File: src/rtl/fetch_pc_gen.sv
// fetch_pc_gen: fetch PC generator upstream of the instruction-memory fetch stage.
//   Owns the word-addressed fetch PC. It takes redirects from execute and holds
//   any redirect that arrives during a stall. It raises the one-cycle flush that
//   kills wrong-path instructions.
// Optional feature macro: FETCH_BTB_EN adds a direct-mapped BTB that steers
//   sequential fetch.
// Ports:
//   clk, rst          clock, synchronous active-high reset
//   n_stall           1 = pipeline advances this cycle
//   ex_redirect       redirect request from execute, target ex_target
//   ex_br_valid/pc/taken  resolved control transfer (BTB update only)
//   pc                registered fetch PC
//   npc, npc_enn      combinational redirect address / select (1 = fetch npc)
//   flush             combinational kill of younger instructions (== npc_enn)
//   if_pred_taken     registered: current fetch was steered by the BTB
module fetch_pc_gen #(
    parameter logic [24:0] RESET_PC    = 25'd16346,
    parameter int unsigned BTB_ENTRIES = 16
) (
    input  logic        clk,
    input  logic        rst,
    input  logic        n_stall,
    input  logic        ex_redirect,
    input  logic [24:0] ex_target,
    input  logic        ex_br_valid,
    input  logic [24:0] ex_br_pc,
    input  logic        ex_br_taken,
    output logic [24:0] pc,
    output logic [24:0] npc,
    output logic        npc_enn,
    output logic        flush,
    output logic        if_pred_taken
);

    localparam int unsigned PC_W = 25;

    localparam logic [0:0] ST_RUN  = 1'b0;
    localparam logic [0:0] ST_HOLD = 1'b1;

    logic [PC_W-1:0] pc_q, pc_d;
    logic [PC_W-1:0] tgt_q, tgt_d;
    logic [0:0]      pend_q, pend_d;
    logic            pred_q, pred_d;

    logic            hit;
    logic [PC_W-1:0] next_seq;

`ifdef FETCH_BTB_EN
    localparam int unsigned IDX_W = $clog2(BTB_ENTRIES);
    localparam int unsigned TAG_W = PC_W - IDX_W;

    logic [BTB_ENTRIES-1:0] btb_vld_q, btb_vld_d;
    logic [TAG_W-1:0]       btb_tag_q [BTB_ENTRIES];
    logic [TAG_W-1:0]       btb_tag_d [BTB_ENTRIES];
    logic [PC_W-1:0]        btb_tgt_q [BTB_ENTRIES];
    logic [PC_W-1:0]        btb_tgt_d [BTB_ENTRIES];

    logic [IDX_W-1:0] lk_idx;
    logic [IDX_W-1:0] up_idx;
    logic [TAG_W-1:0] up_tag;

    // Lookup reads the registered contents, so a same-cycle update is not visible.
    assign lk_idx   = pc_q[IDX_W-1:0];
    assign hit      = btb_vld_q[lk_idx] && (btb_tag_q[lk_idx] == pc_q[PC_W-1:IDX_W]);
    assign next_seq = hit ? btb_tgt_q[lk_idx] : PC_W'(pc_q + PC_W'(1));

    assign up_idx = ex_br_pc[IDX_W-1:0];
    assign up_tag = ex_br_pc[PC_W-1:IDX_W];

    // BTB update: allocate on taken, invalidate on not-taken only if the tag matches.
    always_comb begin
        btb_vld_d = btb_vld_q;
        btb_tag_d = btb_tag_q;
        btb_tgt_d = btb_tgt_q;
        if (ex_br_valid) begin
            if (ex_br_taken) begin
                btb_vld_d[up_idx] = 1'b1;
                btb_tag_d[up_idx] = up_tag;
                btb_tgt_d[up_idx] = ex_target;
            end else if (btb_tag_q[up_idx] == up_tag) begin
                btb_vld_d[up_idx] = 1'b0;
            end
        end
    end

    // Only the valid bits need a reset; tag/target are don't-care while invalid.
    always_ff @(posedge clk) begin
        if (rst) begin
            btb_vld_q <= '0;
        end else begin
            btb_vld_q <= btb_vld_d;
        end
        btb_tag_q <= btb_tag_d;
        btb_tgt_q <= btb_tgt_d;
    end
`else
    logic unused_br;

    assign hit       = 1'b0;
    assign next_seq  = PC_W'(pc_q + PC_W'(1));
    assign unused_br = ^{ex_br_valid, ex_br_pc, ex_br_taken};
`endif

    // Redirect select: a fresh redirect wins over a held one.
    always_comb begin
        npc     = '0;
        npc_enn = 1'b0;
        if (!rst) begin
            if (ex_redirect) begin
                npc     = ex_target;
                npc_enn = 1'b1;
            end else if (pend_q == ST_HOLD) begin
                npc     = tgt_q;
                npc_enn = 1'b1;
            end
        end
    end

    assign flush = npc_enn;

    // Next-state: consume the redirect on an advancing cycle, otherwise hold it.
    always_comb begin
        pc_d   = pc_q;
        tgt_d  = tgt_q;
        pend_d = pend_q;
        pred_d = pred_q;
        if (npc_enn) begin
            pred_d = 1'b0;
            if (n_stall) begin
                pc_d   = PC_W'(npc + PC_W'(1));
                pend_d = ST_RUN;
            end else begin
                tgt_d  = npc;
                pend_d = ST_HOLD;
            end
        end else if (n_stall) begin
            pc_d   = next_seq;
            pred_d = hit;
        end
    end

    always_ff @(posedge clk) begin
        if (rst) begin
            pc_q   <= RESET_PC;
            tgt_q  <= '0;
            pend_q <= ST_RUN;
            pred_q <= 1'b0;
        end else begin
            pc_q   <= pc_d;
            tgt_q  <= tgt_d;
            pend_q <= pend_d;
            pred_q <= pred_d;
        end
    end

    assign pc            = pc_q;
    assign if_pred_taken = pred_q;

endmodule

File: config.mk
export PLATFORM = sky130hd
export DESIGN_NAME = fetch_pc_gen
export DESIGN_NICKNAME = d
export VERILOG_FILES = /design/src/rtl/fetch_pc_gen.sv
export SDC_FILE = /design/constraint.sdc
export NUM_CORES = 1
export LEC_CHECK = 0
export ABC_CLOCK_PERIOD_IN_PS = 5450
export CAP_MARGIN = 20
export CORE_ASPECT_RATIO = 0.5
export CORE_UTILIZATION = 40
export CTS_CLUSTER_SIZE = 12
export DETAILED_ROUTE_END_ITERATION = 10
export GPL_TIMING_DRIVEN = 0
export HOLD_SLACK_MARGIN = 0.08
export PLACE_DENSITY = 0.71
export SETUP_SLACK_MARGIN = 0.4
export SLEW_MARGIN = 20
export SYNTH_ARGS = -nofsm -noshare
export SYNTH_HDL_FRONTEND = slang
export SYNTH_SLANG_ARGS = --single-unit
File: constraint.sdc
create_clock -name clk -period 5.45 [get_ports clk]
set_input_delay 0.545 -clock clk [delete_from_list [all_inputs] [get_ports clk]]
set_output_delay 0.545 -clock clk [all_outputs]
set_load 0.02 [all_outputs]
# Yosys cells after proc, flatten, opt, wreduce, memory -nomap -nowiden
# Cells that the tools add are included.
# totals
out_inout_bits,53
register_bits,51
inputBits,56
# classes
n_reduce_logical,1
add_sub_neg,2
mux,10
n_bitwise,1
# op_table
op,count
two-way mux 25 bit,6
adder 25 x 1 -> 25 bit (second input constant),2
two-way mux 1 bit,4
AND reduction 2 bit,1
NOT 1 bit,1

# Logic depth before layout (Yosys ltp)
# logic_depth
word_depth,6
ltp_mapped,11
ltp_nobuf,8

# Least setup slack after synthesis
# OpenSTA, ideal clock, no wires.
# synth_path
kind,input port to flip-flop
from,in ex_redirect
to,"reg pc_q[24], in the netlist pc[24]"
arrival_time_ps,2644
slack_ps,2690
setup_time_ps,116
path_buffers,2
required_time_ps,5334
cell_stages,9
cell_sequence,buf_6 -> o21bai_4 -> clkinv_4 -> buf_6 -> mux2i_2 -> or4b_1 -> or2_1 -> or4_1 -> o211a_1
# synth_between
elab_chain_cells,5
word_cells_on_any_way,7
# synth_lines
item,line,source
"start, declared",23,"input logic ex_redirect,"
two-way mux 25 bit,109,if (ex_redirect) begin
two-way mux 25 bit,108,if (!rst) begin
adder 25 x 1 -> 25 bit,130,pc_d = PC_W'(npc + PC_W'(1));
two-way mux 25 bit,129,if (n_stall) begin
two-way mux 25 bit *,127,if (npc_enn) begin
"end signal, assigned",149,pc_q <= pc_d;
"end, declared",40,"logic [PC_W-1:0] pc_q, pc_d;"
# Mark *: on every way between the ends. The rest lies on a longest branch, timed or not. The select of a mux whose other input is x is not followed.
# A chain may end at the register's enable or synchronous reset.

# Final worst setup path
# layout_path
from,in ex_redirect
to,out npc[17]
# layout_between
elab_chain_cells,2
# layout_lines
item,line,source
two-way mux 25 bit,109,
two-way mux 25 bit,108,
"end, declared",29,"output logic [24:0] npc,"
# Every way passes these cells.

==> metrics.csv <==
stage,metric,value,unit
synth,synth_largest_area_cell,dfxtp_1,
synth,synth_edf_count,0,
worst_setup_path,worst-setup-path-type,primary input to output port,
cells_and_area,antennaDiodeCount,0,
timing,slew_headroom,51.4,%
timing,finalSetupViolCount,0,
synth,synthArstFlopShare,0,%
drt,wl,10800,microns
timing,tightestPinTransition,0.729,ns
drt,viasPerCell,5.59,
timing,hold_viol,0,
clock_network,clkLatencyLatePin,0.30,ns
grt,grt_usage,26.7,%
drt,via_count,3431,
cells_and_area,fillers,753,
timing,max_freq,0.243,GHz
placed_design,place_congestion,0.966,
worst_setup_path,path_max_fanout,10,
worst_setup_path,cp-end-kind,output port,
clock_network,hold_buffers,0,
worst_setup_path,arrival,3.57,ns
floorplanning,die_h,66.0,microns
clock_network,cts_resized,0,
cells_and_area,areaGrowthSynthToFinish,33.3,%
cells_and_area,fin_util,57.3,%
pwr,p_leak,1.59,nW
cells_and_area,multiInputGateArea,2030,sq um
synth,yosysSeqAreaShare,31.2,%
placed_design,post-dp-hpwl,8040,microns
drt,drt_iter0_markers,421,
clock_network,cts_buffer_depth,2,
timing,finalClockSkew,0.00696,ns
cells_and_area,layout-drive-gt1-share,10.9,%
floorplanning,dieArea,8580,sq um
synth,synth_top_area_share,31.2,%
synth,synthFlopType,dfxtp_1,
placed_design,portBuffers,80,
synth,ys_ff_latch,51,
cells_and_area,seq_area,1020,sq um
cells_and_area,nNetsFinal,562,
clock_network,root_buffer,clkbuf_16,
clock_network,clkSinkCount,51,
worst_setup_path,required,4.91,ns
clock_network,cts_buffers,5,
timing,finalSetupTns,0,ns
synth,yosys-top-cells-area,"dfxtp_1 31%, mux2i_1 8.3%, nand2_1 7.3%",
outcome,status,"finished, final reports clean",
synth,yosysWarningCount,0,
timing,min_period,4.11,ns
hold_path,min_path_type,flop to flop,
floorplanning,coreArea,7620,sq um
grt,antenna_found_initial,0,
floorplanning,row_count,22,
drt,wire_per_inst,17.6,microns
drt,ant_nets,0,
flow_run,max-cap-violations,0,
grt,grt_pass1_wl,17000,microns
grt,overflow,0,
timing,slew_viol_final,0,
floorplanning,initial_core_util,43.0,%
timing,rsz0062_at_grt,false,
synth,yosys.cell_types.count,63,
synth,syn_area_per_cell,7.84,sq um
clock_network,cts-htree-levels,2,
clock_network,cts_setup_buffers,0,
drt,drc,0,
clock_network,cts_tree,yes,
drt,dr.pass1.iters,4,
synth,synthCells,418,
synth,synth_fp_nets,475,
timing,period_share,75.4,%
floorplanning,die_w,130,microns
floorplanning,pin_count,109,
pwr,power_density,239,nW/um^2
worst_setup_path,cp-start-kind,primary input,
clock_network,clkSlewWorstSetupHoldPaths,0.06,ns
pwr,irDropWorstVdd,0.142,mV
grt,grt_max_degree,15,
grt,grt_pass1_vias,3013,
synth,syn_area,3280,sq um
## layout by cell type (no fill, tap or decap), drive strengths merged, types with 4 or more instances in the layout
master         netlist  routed
a211o                5       5
mux2                 4       4
or2                  4       4
nor2                57      57
nor3                11      11
nand2               64      64
inv                 11      11
mux2i               28      28
or4                  5       5
nand4                4       4
nor4                 4       4
dfxtp               51      51
or3b                 4       4
or4b                12      12
clkbuf              25      33
nand3                6       6
buf                 10      10
a21oi               34      34
nor2b                4       4
clkdlybuf4s50        0      80
xnor2                4       4
o31ai                4       4
xor2                 4       4
o221ai               9       9
nand2b               5       5
## area by class of cell
type,count,share of cell area (%)
multi-input combinational,320,46.4
sequential,51,23.4
timing repair buffer,80,18.3
buffer,35,4.07
clock buffer,8,3.58
tap,108,3.09
inverter,12,1.15
## report_power, final
part | internal (W) | switching [W]
clock | 0.000196 | 0.000147
sequential | 0.000394 | 0.0000175
combinational | 0.000124 | 0.000163
total | 0.000715 | 0.000328
## routing by layer
| metal | vias to the layer above | global-route usage (%) | wire length [microns] |
|---|---|---|---|
| li1 | 1668 | - | - |
| met1 | 1597 | 42.6 | 5560 |
| met2 | 153 | 35.5 | 4290 |
| met3 | 13 | 4.94 | 854 |
| met4 | 0 | 6.10 | 123 |
| met5 | - | 0 | 0 |
## state kept, by name, summed over array words and instances (netlist names)
| signal | cells |
|---|---|
| pc | 25 |
| pend_q | 1 |
| tgt_q | 25 |
## cell usage after synthesis (3+ instances only)
cell type and instances:
nand4_1 4, nand3_1 6, a21oi_1 34, a21o_1 3, a311oi_1 3, mux2_2 4
nand2b_1 5, or4_1 5, clkbuf_1 22, a211oi_1 3, nand3b_1 3, mux2i_1 27
buf_2 3, o221ai_2 3, nor3_1 11, nor2_1 57, o311ai_0 3, o221ai_1 6
or4b_2 10, inv_1 11, nor2b_1 4, a211o_1 5, or2_2 3, xnor2_1 4
buf_4 4, and3_1 3, xor2_1 4, or3b_2 4, o221a_2 3, dfxtp_1 51
nand2_1 64, o31ai_1 4
## kinds of logic after synthesis
family / count (synthesis) / synth area share (%)
compound gates: 87 / 19.7
flops: 51 / 31.2
buf+inv: 47 / 6.95
other cells: 1 / 0.114
xor+xnor: 8 / 2.14
mux: 32 / 10.0
fa+ha+maj: 1 / 0.382
simple gates: 191 / 29.5
## metrics by stage
| stage | power, W | hold WS [ns] | instance area [sq um] | setup WS (ns) | std cells |
|---|---|---|---|---|---|
| 2_1_floorplan | 0.000590 | 0.436 | 3280 | 2.69 | 418 |
| 3_3_place_gp | 0.000701 | 0.441 | 4210 | 1.37 | 606 |
| 3_5_place_dp | 0.000702 | 0.447 | 4210 | 1.38 | 606 |
| 5_1_grt | 0.00108 | 0.480 | 4370 | 1.15 | 614 |
| 6_report | 0.00104 | 0.455 | 4370 | 1.34 | 614 |
| 4_1_cts | 0.00104 | 0.456 | 4370 | 1.37 | 614 |
## path summary, 6_finish.rpt
check / from / end / slack (ns) / cells after the start
hold / removal: tgt_q[20]$_SDFFE_PP0P_ / tgt_q[20]$_SDFFE_PP0P_ / 0.45 / 2
setup / recovery: ex_redirect / npc[17] / 1.34 / 9
setup reg to reg: pend_q$_SDFFE_PP0N_ / pc[16]$_SDFFE_PP0P_ / 2.35 / 9
hold reg to reg: tgt_q[20]$_SDFFE_PP0P_ / tgt_q[20]$_SDFFE_PP0P_ / 0.45 / 2
## worst max-delay path, stage by stage
cell and delay, ns:
clkdlybuf4s50_1 0.51, buf_6 0.16, buf_2 0.22, buf_4 0.25, buf_2 0.33, buf_1 0.60, mux2i_1 0.16, nor2_1 0.16
clkdlybuf4s50_1 0.63
(Power assumes the default switching activity.)
